$ cat config.mk
export PLATFORM = sky130hd
export DESIGN_NAME = gselect_gshare_predictor
export DESIGN_NICKNAME = d
export VERILOG_FILES = /design/src/rtl/bp_pkg.sv /design/src/rtl/mips_core_pkg.sv /design/src/rtl/bp_ghr.sv /design/src/rtl/gselect_gshare_predictor.sv
export SDC_FILE = /design/constraint.sdc
export NUM_CORES = 1
export LEC_CHECK = 0
export ABC_AREA = 1
export ABC_CLOCK_PERIOD_IN_PS = 18300
export BUFFER_PORTS_ARGS = -buffer_cell sky130_fd_sc_hd__buf_4
export CORE_MARGIN = 5
export CORE_UTILIZATION = 40
export CTS_BUF_LIST = sky130_fd_sc_hd__clkbuf_2
export CTS_CLUSTER_SIZE = 30
export DETAILED_ROUTE_END_ITERATION = 8
export HOLD_SLACK_MARGIN = 0.12
export SYNTH_ARGS = -nofsm -noshare
export SYNTH_HDL_FRONTEND = slang
export SYNTH_SLANG_ARGS = --single-unit
export TNS_END_PERCENT = 10
$ cat constraint.sdc
create_clock -name clk -period 18.3 [get_ports clk]
set_input_delay 0.915 -clock clk [delete_from_list [all_inputs] [get_ports clk]]
set_output_delay 0.915 -clock clk [all_outputs]
set_load 0.03 [all_outputs]
$ cat src/rtl/bp_pkg.sv
// Branch predictor configuration types and saturating counter helpers.
package bp_pkg;
    typedef enum logic {
        BP_GSELECT = 1'b0,
        BP_GSHARE  = 1'b1
    } bp_mode_e;

    typedef enum logic {
        BP_INIT = 1'b0,
        BP_RUN  = 1'b1
    } bp_state_e;

    // Widest counter the helpers support; callers cast down to their own width.
    localparam int CTR_MAX_W = 8;

    function automatic logic [CTR_MAX_W-1:0] sat_inc(input logic [CTR_MAX_W-1:0] v,
                                                     input int unsigned w);
        logic [CTR_MAX_W-1:0] max_v;
        max_v = {CTR_MAX_W{1'b1}} >> (CTR_MAX_W - w);
        if (v >= max_v) begin
            return max_v;
        end else begin
            return v + {{(CTR_MAX_W-1){1'b0}}, 1'b1};
        end
    endfunction

    function automatic logic [CTR_MAX_W-1:0] sat_dec(input logic [CTR_MAX_W-1:0] v);
        if (v == {CTR_MAX_W{1'b0}}) begin
            return {CTR_MAX_W{1'b0}};
        end else begin
            return v - {{(CTR_MAX_W-1){1'b0}}, 1'b1};
        end
    endfunction
endpackage

$ cat src/rtl/mips_core_pkg.sv
// Core-wide types shared by the fetch and resolution stages.
package mips_core_pkg;
    localparam int ADDR_WIDTH = 32;

    typedef enum logic {
        NOT_TAKEN = 1'b0,
        TAKEN     = 1'b1
    } BranchOutcome;
endpackage

$ cat src/rtl/bp_ghr.sv
// Speculative global history: shifts in each prediction, repaired from the
// branch snapshot on a misprediction (repair has priority over the shift).
module bp_ghr #(
    parameter int HIST_BITS = 4
) (
    input  logic                 clk,
    input  logic                 rst,
    input  logic                 i_shift,
    input  logic                 i_shift_bit,
    input  logic                 i_repair,
    input  logic [HIST_BITS-1:0] i_repair_ghr,
    input  logic                 i_repair_bit,
    output logic [HIST_BITS-1:0] o_ghr
);
    logic [HIST_BITS-1:0] r_ghr;
    logic [HIST_BITS-1:0] w_ghr_next;
    logic                 w_unused;

    assign w_unused = i_repair_ghr[HIST_BITS-1];

    // Next-history selection; a repair discards a same-cycle wrong-path shift.
    always_comb begin
        w_ghr_next = r_ghr;
        if (i_repair) begin
            w_ghr_next = {i_repair_ghr[HIST_BITS-2:0], i_repair_bit};
        end else if (i_shift) begin
            w_ghr_next = {r_ghr[HIST_BITS-2:0], i_shift_bit};
        end else begin
            w_ghr_next = r_ghr;
        end
    end

    // History register.
    always_ff @(posedge clk) begin
        if (rst) begin
            r_ghr <= {HIST_BITS{1'b0}};
        end else begin
            r_ghr <= w_ghr_next;
        end
    end

    assign o_ghr = r_ghr;
endmodule

$ cat src/rtl/gselect_gshare_predictor.sv
// Global-history branch predictor with gselect or gshare indexing, a
// sequential counter-table init sweep and speculative history repair.
module gselect_gshare_predictor
    import mips_core_pkg::*;
    import bp_pkg::*;
#(
    parameter int       HIST_BITS = 4,
    parameter int       PC_BITS   = 4,
    parameter int       PC_LSB    = 4,
    parameter bp_mode_e MODE      = BP_GSELECT,
    parameter int       CTR_BITS  = 2
) (
    input  logic                  clk,
    input  logic                  rst,
    input  logic                  i_req_valid,
    input  logic [ADDR_WIDTH-1:0] i_req_pc,
    input  logic [ADDR_WIDTH-1:0] i_req_target,
    output BranchOutcome          o_req_prediction,
    output logic [HIST_BITS-1:0]  o_req_ghr,
    output logic                  o_ready,
    input  logic                  i_fb_valid,
    input  logic [ADDR_WIDTH-1:0] i_fb_pc,
    input  logic [HIST_BITS-1:0]  i_fb_ghr,
    input  BranchOutcome          i_fb_prediction,
    input  BranchOutcome          i_fb_outcome
);
    localparam int IDX   = (MODE == BP_GSHARE) ? PC_BITS : HIST_BITS + PC_BITS;
    localparam int DEPTH = 1 << IDX;
    localparam logic [CTR_BITS-1:0] CTR_WEAK_TAKEN = {1'b1, {(CTR_BITS-1){1'b0}}};

    if (MODE == BP_GSHARE && HIST_BITS != PC_BITS) begin : g_bad_gshare
        $error("gshare indexing needs HIST_BITS == PC_BITS");
    end
    if (CTR_BITS < 2 || CTR_BITS > CTR_MAX_W || HIST_BITS < 2) begin : g_bad_width
        $error("unsupported CTR_BITS or HIST_BITS");
    end

    bp_state_e             r_state, w_state_next;
    logic [IDX-1:0]        r_k, w_k_next;
    logic [CTR_BITS-1:0]   r_table [DEPTH];
    logic [HIST_BITS-1:0]  w_ghr;
    logic [PC_BITS-1:0]    w_req_field, w_fb_field;
    logic [IDX-1:0]        w_req_idx, w_fb_idx;
    logic                  w_run;
    logic [CTR_BITS-1:0]   w_fb_inc, w_fb_dec;
    logic                  w_tbl_we;
    logic [IDX-1:0]        w_tbl_widx;
    logic [CTR_BITS-1:0]   w_tbl_wdata;
    logic                  w_unused;

    assign w_unused    = ^{i_req_target, i_req_pc, i_fb_pc};
    assign w_req_field = i_req_pc[PC_LSB +: PC_BITS];
    assign w_fb_field  = i_fb_pc[PC_LSB +: PC_BITS];

    if (MODE == BP_GSHARE) begin : g_gshare
        assign w_req_idx = w_ghr ^ w_req_field;
        assign w_fb_idx  = i_fb_ghr ^ w_fb_field;
    end else begin : g_gselect
        assign w_req_idx = {w_ghr, w_req_field};
        assign w_fb_idx  = {i_fb_ghr, w_fb_field};
    end

    assign w_run = (r_state == BP_RUN);

    // Init sweep sequencing; k wraps back to zero exactly at the INIT exit.
    always_comb begin
        w_state_next = r_state;
        w_k_next     = r_k;
        case (r_state)
            BP_INIT: begin
                w_k_next = r_k + {{(IDX-1){1'b0}}, 1'b1};
                if (r_k == {IDX{1'b1}}) begin
                    w_state_next = BP_RUN;
                end else begin
                    w_state_next = BP_INIT;
                end
            end
            BP_RUN: begin
                w_state_next = BP_RUN;
                w_k_next     = {IDX{1'b0}};
            end
            default: begin
                w_state_next = BP_INIT;
                w_k_next     = {IDX{1'b0}};
            end
        endcase
    end

    // FSM state and sweep index registers.
    always_ff @(posedge clk) begin
        if (rst) begin
            r_state <= BP_INIT;
            r_k     <= {IDX{1'b0}};
        end else begin
            r_state <= w_state_next;
            r_k     <= w_k_next;
        end
    end

    assign w_fb_inc = CTR_BITS'(sat_inc(CTR_MAX_W'(r_table[w_fb_idx]), CTR_BITS));
    assign w_fb_dec = CTR_BITS'(sat_dec(CTR_MAX_W'(r_table[w_fb_idx])));

    // Single table write port: sweep writes in INIT, feedback training in RUN.
    always_comb begin
        w_tbl_we    = 1'b0;
        w_tbl_widx  = r_k;
        w_tbl_wdata = CTR_WEAK_TAKEN;
        if (rst) begin
            w_tbl_we = 1'b0;
        end else if (!w_run) begin
            w_tbl_we = 1'b1;
        end else if (i_fb_valid) begin
            w_tbl_we    = 1'b1;
            w_tbl_widx  = w_fb_idx;
            w_tbl_wdata = (i_fb_outcome == TAKEN) ? w_fb_inc : w_fb_dec;
        end else begin
            w_tbl_we = 1'b0;
        end
    end

    // Counter table storage; contents are only meaningful after the sweep.
    always_ff @(posedge clk) begin
        if (w_tbl_we) begin
            r_table[w_tbl_widx] <= w_tbl_wdata;
        end
    end

    // Prediction reads the pre-update counter, so same-index feedback is not bypassed.
    always_comb begin
        o_req_prediction = NOT_TAKEN;
        if (w_run && r_table[w_req_idx][CTR_BITS-1]) begin
            o_req_prediction = TAKEN;
        end else begin
            o_req_prediction = NOT_TAKEN;
        end
    end

    assign o_ready   = w_run;
    assign o_req_ghr = w_ghr;

    bp_ghr #(
        .HIST_BITS (HIST_BITS)
    ) u_ghr (
        .clk          (clk),
        .rst          (rst),
        .i_shift      (w_run && i_req_valid),
        .i_shift_bit  (o_req_prediction == TAKEN),
        .i_repair     (w_run && i_fb_valid && (i_fb_prediction != i_fb_outcome)),
        .i_repair_ghr (i_fb_ghr),
        .i_repair_bit (i_fb_outcome == TAKEN),
        .o_ghr        (w_ghr)
    );
endmodule

# Word-level counts from Yosys, hierarchy flattened
# Memory sizes are Yosys's and may differ from the RTL's.
# Index checks and enable logic that the tools add are counted.
# word_totals
out_inout_bits	6
romBits	0
ram_bits	512
wordCells	37
memories	1
latchBits	0
ff_bits	13
# mem_list
memory	words	word_bits	read_ports	rd_clocked_by_memory_dff	wr	line	rtl
r_table	256	2	2	0	1	gselect_gshare_predictor.sv:40	logic [CTR_BITS-1:0] r_table [DEPTH];
# op_classes
mul	0
n_reduce_logical	6
n_div	0
magnitude_cmp	1
bitwise	1
n_shift	0
n_addsub	3
eq_ne	2
n_mux	20
# op_table
op	count
$mux W8	3
$pmux W8 S2	1
$mux W2	6
$add A8 B1 Y8 const B	1
$eq A8 B8 Y1 const B	1
$mux W4	2
$mux W1	7
$logic_and A1 B1 Y1	4
$add A2 B1 Y2 const B	1
$ge A2 B2 Y1 const B	1
$logic_not A2 Y1	1
$pmux W1 S2	1
$reduce_bool A2 Y1	1
$sub A2 B1 Y2 const B	1
$ne A1 B1 Y1	1
$not A1 Y1	1

# Longest topological paths before layout
# Gate-level depths: netlist of the first run.
# An unclocked memory read counts as a cell.
# depth
word_depth	7
depth_mapped	18
depth_no_buf	15

# By module
# A second synthesis of the first run with hierarchy kept.
# hier_totals
cells_unflattened	2687
hier_area_um2	25120.3
# by_module_without_submodules
module	n_inst	cells_each	area_per_inst_um2
gselect_gshare_predictor	1	2654	24921.4
bp_ghr	1	33	198.9

# Worst setup path before layout of the first run
# Ideal clock, no wire load.
# synth_timing
kind	input to register
startpoint	input i_fb_pc[4]
endpoint	memory r_table[0][0] (data pin)
n_path_buf	3
t_arrival_ps	8146
slack_ps	8746
stages	18
setup_ps	1408
cell_sequence	buf_2 -> inv_2 -> buf_2 -> buf_2 -> nand2_1 -> nand3_1 -> nand3_1 -> nand3_1 -> nand3_1 -> nand2_1 -> nand2_1 -> nand3_1 -> nand3_1 -> nand2_1 -> inv_1 -> nand2_1 -> inv_1 -> nor2_1
# synth_via
elab_chain_cells	7
word_cells_on_any_way	11
cone_classes	add/sub (2); order compare (1); mux (6); reduce/logical (1); memory (1)
# synth_lines
element	line	rtl
from (decl)	gselect_gshare_predictor.sv:22	input logic [ADDR_WIDTH-1:0] i_fb_pc,
$mem_v2 Z256 W2 *	--	
$sub A2 B1 Y2 (tied with other cells)	bp_pkg.sv:31	return v - {{(CTR_MAX_W-1){1'b0}}, 1'b1};
$mux W2 (on tied branches)	bp_pkg.sv:28, bp_pkg.sv:20	
$mux W2 *	gselect_gshare_predictor.sv:115	w_tbl_wdata = (i_fb_outcome == TAKEN) ? w_fb_inc : w_fb_dec;
$mux W2 *	gselect_gshare_predictor.sv:112	end else if (i_fb_valid) begin
$mux W2 *	gselect_gshare_predictor.sv:110	end else if (!w_run) begin
$mux W2 *	gselect_gshare_predictor.sv:108	if (rst) begin
net w_tbl_wdata[0]	gselect_gshare_predictor.sv:48	logic [CTR_BITS-1:0] w_tbl_wdata;
to (decl)	gselect_gshare_predictor.sv:40	
# Mark *: on every way through the listed nets, which the timed path passes. The rest lies on a longest branch.

# Worst setup path in the final report of the first run
# layout_timing
startpoint	input i_req_pc[4]
endpoint	output o_req_prediction
# layout_via
elab_chain_cells	3
# layout_lines
element	line	rtl
from (decl)	gselect_gshare_predictor.sv:16	input logic [ADDR_WIDTH-1:0] i_req_pc,
$mem_v2 Z256 W2	--	
$logic_and A1 B1 Y1	gselect_gshare_predictor.sv:131	if (w_run && r_table[w_req_idx][CTR_BITS-1]) begin
$mux W1	gselect_gshare_predictor.sv:131	
to (decl)	gselect_gshare_predictor.sv:18	output BranchOutcome o_req_prediction,
# No other way between the ends.

==> summary.txt, run 1 <==
STA
  – Setup tns final: 0 ns
  – Fin. max-slew vios: 0
  – Slew headroom: roughly 18%
  – Final critical-path required period: around 5.6 ns
  – Period Utilization, post-route: 30.7%
  – Final setup viols: 0
  – Clock Skew: 0.0841 ns
  – Least-Margin Pin Slew: 1.23 ns
  – RSZ-0062 raised after global routing: false
  – Fmax: around 180 MHz
  – Minimum hold slack: ~0.36 ns
  – Final count of hold timing violations: 0
  – Final worst setup slack: 12.67 ns

Worst hold path
  – Hold path startpoint: i_fb_prediction
  – Worst min-delay path class: in -> reg
  – WHS Endpoint: u_ghr.o_ghr[3]
  – Hold path depth: 5

Cells and area
  – Share of post-route cells with drive strength above 1: 11.0%
  – Final core occ: 43.1%
  – Syn-to-layout area delta: 7.27%
  – Net count, final: around 2900
  – Non-filler cells, final: about 3700
  – Design area: ~0.027 sq mm

Setup path
  – Critical Path Most Common Cell: nand3_1
  – R2R Setup Slk: between 10 and 15 ns
  – CP Data Required Time: ~17 ns
  – Delay-heaviest family, CP: buffers and inverters
  – Crit-path max FO: 69
  – Crit path buf inv count: 4
  – Crit path kind: in -> out
  – R2R cell count: 16
  – Critical Path Sink Type: primary output
  – Crit Reg-Reg Startpoint: r_table[15][1]
  – Worst flop-to-flop path endpoint: r_table[13][0]
  – Worst-path cell chain: buf_4 > inv_4 > buf_4 > nand2_1 > nand3_1 > nand3_1 > nand3_1 > nand2_1 > o21ai_0 > nand2_1 > nand3_1 > nand3_1 > a21oi_1 > buf_4
  – Worst stage delay on the critical path: between 0.8 and 0.9 ns
  – Slowest CP cell: buf_4
  – Crit start category: input pin
  – Worst Path Arrival: approximately 4.7 ns

Clock network
  – Num CTS Buffers: between 100 and 150
  – CTS clk-pin slew, worst paths: 0.09 ns
  – CTS root buffer: clkbuf_2
  – Bufs on Longest Clock Path: 3
  – CTS tree: built
  – Clock Sinks: between 500 and 600
  – Clock Latency Late Sink: ~1.4 ns
  – CTS H-tree depth: 4
  – Resize count post-CTS: 0

Routing
  – Remaining DRCs: 0
  – Drt via density: 5.66
  – Initial DRC Count: 2407
  – Detailed Routing Iterations Pass 1: 7
  – DR vias: between 20000 and 25000
  – ANT nets after route: 0
  – Total wire length: roughly 81000 um
  – DR WL/cell: 21.8 um

Placement
  – Port Buf Inserts: 23
  – Post-place setup slack: 12.21 ns
  – Placed inst area: 0.0259 sq mm
  – Detailed placer's ending HPWL: about 44000 um
  – Final RePlAce weighted congestion: just under 0.9
  – # placed instances: between 3000 and 4000

Synth
  – Synth cell types: 30
  – Syn Std Cell Area: 0.0253 sq mm
  – Cells after Synth: approximately 2700
  – Post-synthesis sequential area ratio: 61.9%
  – Synth area leaders: edfxtp_1 61%, nand3_1 15%, nand2_1 13%
  – Number of synthesized register bits: 525
  – Post-synth top area share: between 60 and 70%
  – Synth warn: 0
  – Mapped Nets: approximately 2900
  – Syn Area/Cell: slightly above 9 sq um
  – Yosys top cell by area: edfxtp_1

Floorplan
  – Die area: between 0.06 and 0.07 sq mm
  – Core Region: about 0.063 sq mm
  – Chip width: 261 um
  – FP Rows: 92
  – Io pins: between 100 and 150
  – Initial core utilization: approximately two fifths
  – Die height: roughly 260 um

Global route
  – Global-route wire length before repair: 120000 um
  – Initial antenna violation count: 2
  – Pin count of the biggest net entering global routing: 125
  – Grt ovf: 0
  – Overall global routing resource usage: between 20% and 30%
  – Vias in the first global route: roughly 20000

Power
  – Power density over cell area: between 80 and 90 mW/mm^2
  – LEAKAGE: 10.2 nW
  – Pwr Total: 2.27 mW
  – Peak VDD IR: roughly 51 uV

Flow run
  – Max Cap Viol: 0

Outcome
  – Outcome: completed
[cells by family after synthesis]
| kind of cell | after synthesis | synth area share [%] |
|---|---|---|
| buffers and inverters | 266 | 4.78 |
| DFF | 525 | 61.9 |
| xor gates and xnor gates | 1 | 0.0347 |
| and+or+nand+nor | 1921 | 32.6 |
| AOI/OAI and AO/OA | 32 | 0.713 |
| adders and majority gates | 1 | 0.0495 |
[cells in the mapped netlist]
cell and n:
nor4_1 1, buf_1 18, nand2_2 13, dfxtp_1 13, edfxtp_1 512, a21oi_1 10, clkbuf_1 39, nor2_1 292
ha_1 1, nor2_2 5, nand4_1 1, buf_4 2, o21ai_0 13, inv_2 8, o21ai_2 4, nand3_1 735
nand2_1 865, inv_1 60, nor3_1 2, o22ai_1 3, or2_2 1, o21ai_1 1, a31oi_1 1, nor3_2 1
clkinv_1 3, nor2_4 4, nand3_2 1, buf_2 131, xor2_1 1, buf_6 5
[sequential cells by signal (all words and copies together) (netlist names)]
register and count:
o_ready 1, u_ghr.o_ghr 4, r_table 512, r_k 8
[timing repair]
item,CTS,global route
endpoints found under the hold margin,13,0
buffers inserted,0,0
hold buffers,5,0
[worst reg2reg max path: cells and delay by family, from the launching register on]
| family | cells | cell delay [ns] |
|---|---|---|
| buffers and inverters | 4 | 1.69 |
| flip-flops | 1 | 0.37 |
| AND/OR/NAND/NOR | 12 | 1.33 |
[power breakdown]
group          switching (mW)  leakage (nW)  internal, mW
registers            0.000488          5.75          1.30
logic                   0.131          3.52        0.0408
clock network           0.481         0.923         0.317
total                   0.612          10.2          1.66
[cell type report]
cell class,count,area [sq um]
fillers,6173,35700
flip-flops and latches,525,15600
multi-input cells,1955,8440
well taps,846,1060
clock buffers,200,1000
repair buffers,65,507
inverters,71,279
clock inverters,31,176
diodes,3,7.51
[per-layer routing]
metal | global-route usage [%] | up-vias | wire length (um)
met3 | 5.44 | 218 | 8160
met5 | 0 | - | 20
met2 | 38.1 | 1197 | 38000
li1 | - | 9462 | -
met4 | 10.0 | 2 | 3230
met1 | 29.8 | 10029 | 31200
[worst max-delay path by stage]
stage | cells after the start | slack [ns] | from | to
after floorplan | 18 | 8.75 | i_fb_pc[4] | r_table[0][0]
after global placement | 19 | 12.21 | i_fb_pc[4] | r_table[44][0]
after detailed placement | 19 | 12.21 | i_fb_pc[4] | r_table[44][0]
after CTS | 14 | 12.84 | i_req_pc[4] | o_req_prediction
after global routing | 14 | 12.63 | i_req_pc[4] | o_req_prediction
final | 14 | 12.67 | i_req_pc[4] | o_req_prediction
[cell usage in the layout (no fill, tap or decap), types with 2 or more instances in the layout]
| cell type | Yosys | final |
|---|---|---|
| dfxtp_1 | 13 | 13 |
| inv_2 | 8 | 12 |
| o21ai_0 | 13 | 13 |
| buf_4 | 2 | 59 |
| nand2_1 | 865 | 864 |
| clkinv_1 | 3 | 23 |
| nor2_2 | 5 | 5 |
| dlygate4sd3_1 | 0 | 5 |
| nor2_1 | 292 | 291 |
| clkinv_2 | 0 | 3 |
| o21ai_2 | 4 | 4 |
| o22ai_1 | 3 | 3 |
| bufinv_16 | 0 | 2 |
| clkbuf_2 | 0 | 200 |
| edfxtp_1 | 512 | 512 |
| inv_4 | 0 | 2 |
| a21oi_1 | 10 | 10 |
| diode_2 | 0 | 3 |
| nand2_2 | 13 | 13 |
| nor3_1 | 2 | 2 |
| nor2_4 | 4 | 5 |
| inv_1 | 60 | 58 |
| nand3_1 | 735 | 735 |
Power figures use the tool's default switching activity.
==> inputs of run 2 (changes only) <==
--- a/config.mk
+++ b/config.mk
@@ -5,8 +5,8 @@
 export SDC_FILE = /design/constraint.sdc
 export NUM_CORES = 1
 export LEC_CHECK = 0
-export ABC_AREA = 1
-export ABC_CLOCK_PERIOD_IN_PS = 18300
+export ABC_AREA = 0
+export ABC_CLOCK_PERIOD_IN_PS = 4900
 export BUFFER_PORTS_ARGS = -buffer_cell sky130_fd_sc_hd__buf_4
 export CORE_MARGIN = 5
 export CORE_UTILIZATION = 40
==> constraint.sdc (replaced) <==
create_clock -name clk -period 4.9 [get_ports clk]
set_input_delay 0.245 -clock clk [delete_from_list [all_inputs] [get_ports clk]]
set_output_delay 0.245 -clock clk [all_outputs]
set_load 0.03 [all_outputs]
==> summary.txt, run 2 <==
Outcome
  – Outcome: completed (unchanged)

Routing
  – Initial DRC Count: 1836 (was 2407)
  – Total wire length: 69300 um (was 80600 um)
  – Remaining DRCs: 0 (unchanged)
  – Drt via density: 5.97 (was 5.66)
  – DR WL/cell: 27.1 um (was 21.8 um)
  – ANT nets after route: 0 (unchanged)
  – DR vias: 15272 (was 20908)
  – Detailed Routing Iterations Pass 1: 8 (was 7)

Setup path
  – Crit-path max FO: 2 (was 69)
  – Crit start category: flip-flop (was input pin)
  – Crit path kind: reg -> out (was in -> out)
  – Worst Path Arrival: 4.42 ns (was 4.71 ns)
  – Worst stage delay on the critical path: 0.56 ns (was 0.89 ns)
  – CP Data Required Time: 4.66 ns (was 17.39 ns)
  – Critical Path Sink Type: primary output (unchanged)
  – Worst-path cell chain: mux4_1 > a22o_1 > a221oi_2 > o22ai_1 > nor3_1 > nor3b_1 > nor4_2 > nor2b_1 > buf_4 (was buf_4 > inv_4 > buf_4 > nand2_1 > nand3_1 > nand3_1 > nand3_1 > nand2_1 > o21ai_0 > nand2_1 > nand3_1 > nand3_1 > a21oi_1 > buf_4)
  – Slowest CP cell: nor3_1 (was buf_4)
  – R2R cell count: 9 (was 16)

Synth
  – Post-synthesis sequential area ratio: 64.5% (was 61.9%)
  – Yosys top cell by area: edfxtp_1 (unchanged)
  – Synth cell types: 76 (was 30)
  – Syn Std Cell Area: 0.0242 sq mm (was 0.0253 sq mm)
  – Syn Area/Cell: 15.8 sq um (was 9.20 sq um)
  – Post-synth EDFFs: 512 (unchanged)
  – Leading cell types by count after synthesis: 512 x edfxtp_1, 281 x nor2_1, 145 x mux4_2, 79 x nand2_1, 70 x mux2i_1 (was 865 x nand2_1, 735 x nand3_1, 512 x edfxtp_1, 292 x nor2_1, 131 x buf_2)
  – Mapped Nets: 1643 (was 2853)
  – Post-synth top area share: 63.4% (was 60.8%)
  – Synth warn: 0 (unchanged)
  – Number of synthesized register bits: 525 (unchanged)
  – Ys flop type: edfxtp_1 (unchanged)
  – Top-count cell post-synth: edfxtp_1 (was nand2_1)
  – Ys async rst share: 0% (unchanged)
  – Cells after Synth: 1536 (was 2746)
  – Synth area leaders: edfxtp_1 63%, mux4_2 13%, nor2_1 4.4% (was edfxtp_1 61%, nand3_1 15%, nand2_1 13%)

Floorplan
  – Chip width: 256 um (was 261 um)
  – FP Rows: 90 (was 92)
  – Initial core utilization: 40.3% (was 40.2%)
  – Io pins: 112 (unchanged)
  – Die height: 256 um (was 261 um)
  – Die area: 0.0656 sq mm (was 0.0683 sq mm)
  – Core Region: 0.0601 sq mm (was 0.0629 sq mm)

Power
  – LEAKAGE: 9.67 nW (was 10.2 nW)
  – Seq pwr share: 56.2% (was 57.2%)
  – P_sw: 2.17 mW (was 0.612 mW)
  – Power density over cell area: 322 mW/mm^2 (was 83.7 mW/mm^2)
  – Internal: 6.46 mW (was 1.66 mW)
  – Switching Share: 25.2% (was 27.0%)
  – Clk network pwr share: 37.8% (was 35.2%)
  – Power share of the combinational group: 6.0% (was 7.6%)
  – Peak VDD IR: 172 uV (was 51.5 uV)

Placement
  – Detailed placer's ending HPWL: 42100 um (was 43800 um)
  – Port Buf Inserts: 23 (unchanged)
  – Placed inst area: 0.0252 sq mm (was 0.0259 sq mm)
  – Post-place setup slack: 0.873 ns (was 12.21 ns)
  – Final RePlAce weighted congestion: 0.852 (was 0.895)

STA
  – Clock Skew: 0.146 ns (was 0.0841 ns)
  – Fin. max-slew vios: 0 (unchanged)
  – RSZ-0062 raised after global routing: false (unchanged)
  – Final worst setup slack: 0.236 ns (was 12.67 ns)
  – Period Utilization, post-route: between 90% and 100%
  – Final critical-path required period: ~4.7 ns
  – Fmax: 214 MHz
  – Setup tns final: 0 ns (unchanged)
  – Minimum hold slack: 0.371 ns (was 0.361 ns)
  – Final count of hold timing violations: 0 (unchanged)
  – Slew headroom: 9.89% (was 17.9%)
  – Final setup viols: 0 (unchanged)
  – Least-Margin Pin Slew: 1.34 ns (was 1.23 ns)

Clock network
  – Bufs on Longest Clock Path: 3 (unchanged)
  – Clock Latency Late Sink: 1.33 ns (was 1.37 ns)
  – CTS root buffer: clkbuf_2 (unchanged)
  – CTS clk-pin slew, worst paths: 0.11 ns (was 0.09 ns)
  – Num CTS Buffers: 142 (was 134)
  – CTS tree: built (unchanged)
  – CTS H-tree depth: 4 (unchanged)
  – Clock Sinks: 525 (unchanged)

Cells and area
  – Design area: 0.0268 sq mm (was 0.0271 sq mm)
  – Largest Register: r_table (unchanged)
  – Syn-to-layout area delta: 10.7% (was 7.27%)
  – Share of post-route cells with drive strength above 1: 28.2% (was 11.0%)
  – Net count, final: 1775 (was 2859)
  – Max reg flops: 512 (unchanged)
  – Most common cell after layout, fill and taps aside: edfxtp_1 (was nand2_1)
  – Commonest non-fill, non-tap cells in the layout: 512 x edfxtp_1, 279 x nor2_1, 215 x clkbuf_2 (was 864 x nand2_1, 735 x nand3_1, 512 x edfxtp_1)

Global route
  – Global-route wire length before repair: 101000 um (was 120000 um)
  – Overall global routing resource usage: 20.9% (was 23.2%)
  – Initial antenna violation count: 2 (unchanged)
  – Grt ovf: 0 (unchanged)
  – Pin count of the biggest net entering global routing: 145 (was 125)
  – Vias in the first global route: 15637 (was 20204)

Worst hold path
  – Worst min-delay path class: in -> reg (unchanged)
  – Hold path depth: 6 (was 5)

Flow run
  – Max Cap Viol: 0 (unchanged)
run 2: cell types whose count changed in the layout (fill, tap and decap cells not counted), moves of 14 or more:
cell	delta
a22o_1	+14
a22oi_1	+52
clkbuf_2	+15
dlygate4sd3_1	+18
inv_1	-53
mux2i_1	+70
mux4_2	+145
nand2_1	-785
nand3_1	-702
run 2: power by group through the flow:
stage / Clock [mW] / Sequential [mW] / Combinational (mW)
2_1_floorplan: 0 / 4.95 / 0.338
3_3_place_gp: 0 / 4.95 / 0.504
3_5_place_dp: 0 / 4.95 / 0.505
4_1_cts: 3.35 / 4.85 / 0.517
5_1_grt: 3.62 / 4.85 / 0.542
6_report: 3.26 / 4.85 / 0.520
run 2: cells by family after synthesis:
kind of cell | share of synthesized area, %
simple gates | 8.60
mux | 18.1
xor+xnor | 0.253
buf+inv | 3.17
fa+ha+maj | 0.0516
flops | 64.5
compound gates | 5.28
run 2: routing by layer:
layer | global-route usage (%) | vias up | wire (um)
met4 | 8.11 | 0 | 2300
li1 | - | 6451 | -
met3 | 6.20 | 135 | 6750
met5 | 0 | - | 0
met1 | 27.9 | 7837 | 27500
met2 | 32.7 | 849 | 32800
run 2: final timing paths:
check                  start               end  slack (ns)
max          r_table[121][1]  o_req_prediction        0.24
min reg2reg           r_k[0]            r_k[0]        0.52
max reg2reg  r_table[138][0]    r_table[83][0]        0.94
min               i_fb_pc[4]   r_table[155][0]        0.37
run 2: layout make-up:
class | instances | area, sq um
inverter | 5 | 18.8
tap | 782 | 978
multi-input combinational | 890 | 7900
sequential | 525 | 15600
clock buffer | 215 | 1080
fill | 5419 | 33300
timing repair buffer | 104 | 948
antenna | 3 | 7.51
clock inverter | 33 | 269
run 2: critical path, delay by kind of cell, from the launching register on:
| kind | cells | cell delay (ns) |
|---|---|---|
| AND/OR/NAND/NOR | 4 | 1.22 |
| AO/OA/AOI/OAI | 3 | 0.78 |
| multiplexers | 1 | 0.51 |
| flip-flops | 1 | 0.41 |
| buffers and inverters | 1 | 0.18 |
run 2: repair_timing:
action / in CTS / in global routing
buffers inserted: 0 / 0
cloned: 0 / 0
hold endpoints to repair: 986 / 0
hold buffers: 23 / 0
setup endpoints to repair: 1 / 1
resized for setup: 1 / 1
run 2: per-stage QoR:
stage	util, %	instances	total power, mW
6_report	44.6	2557	8.63
5_1_grt	44.6	2555	9.01
4_1_cts	44.6	2554	8.71
3_5_place_dp	42.0	2283	5.46
3_3_place_gp	42.0	2283	5.46
2_1_floorplan	-	1536	5.29
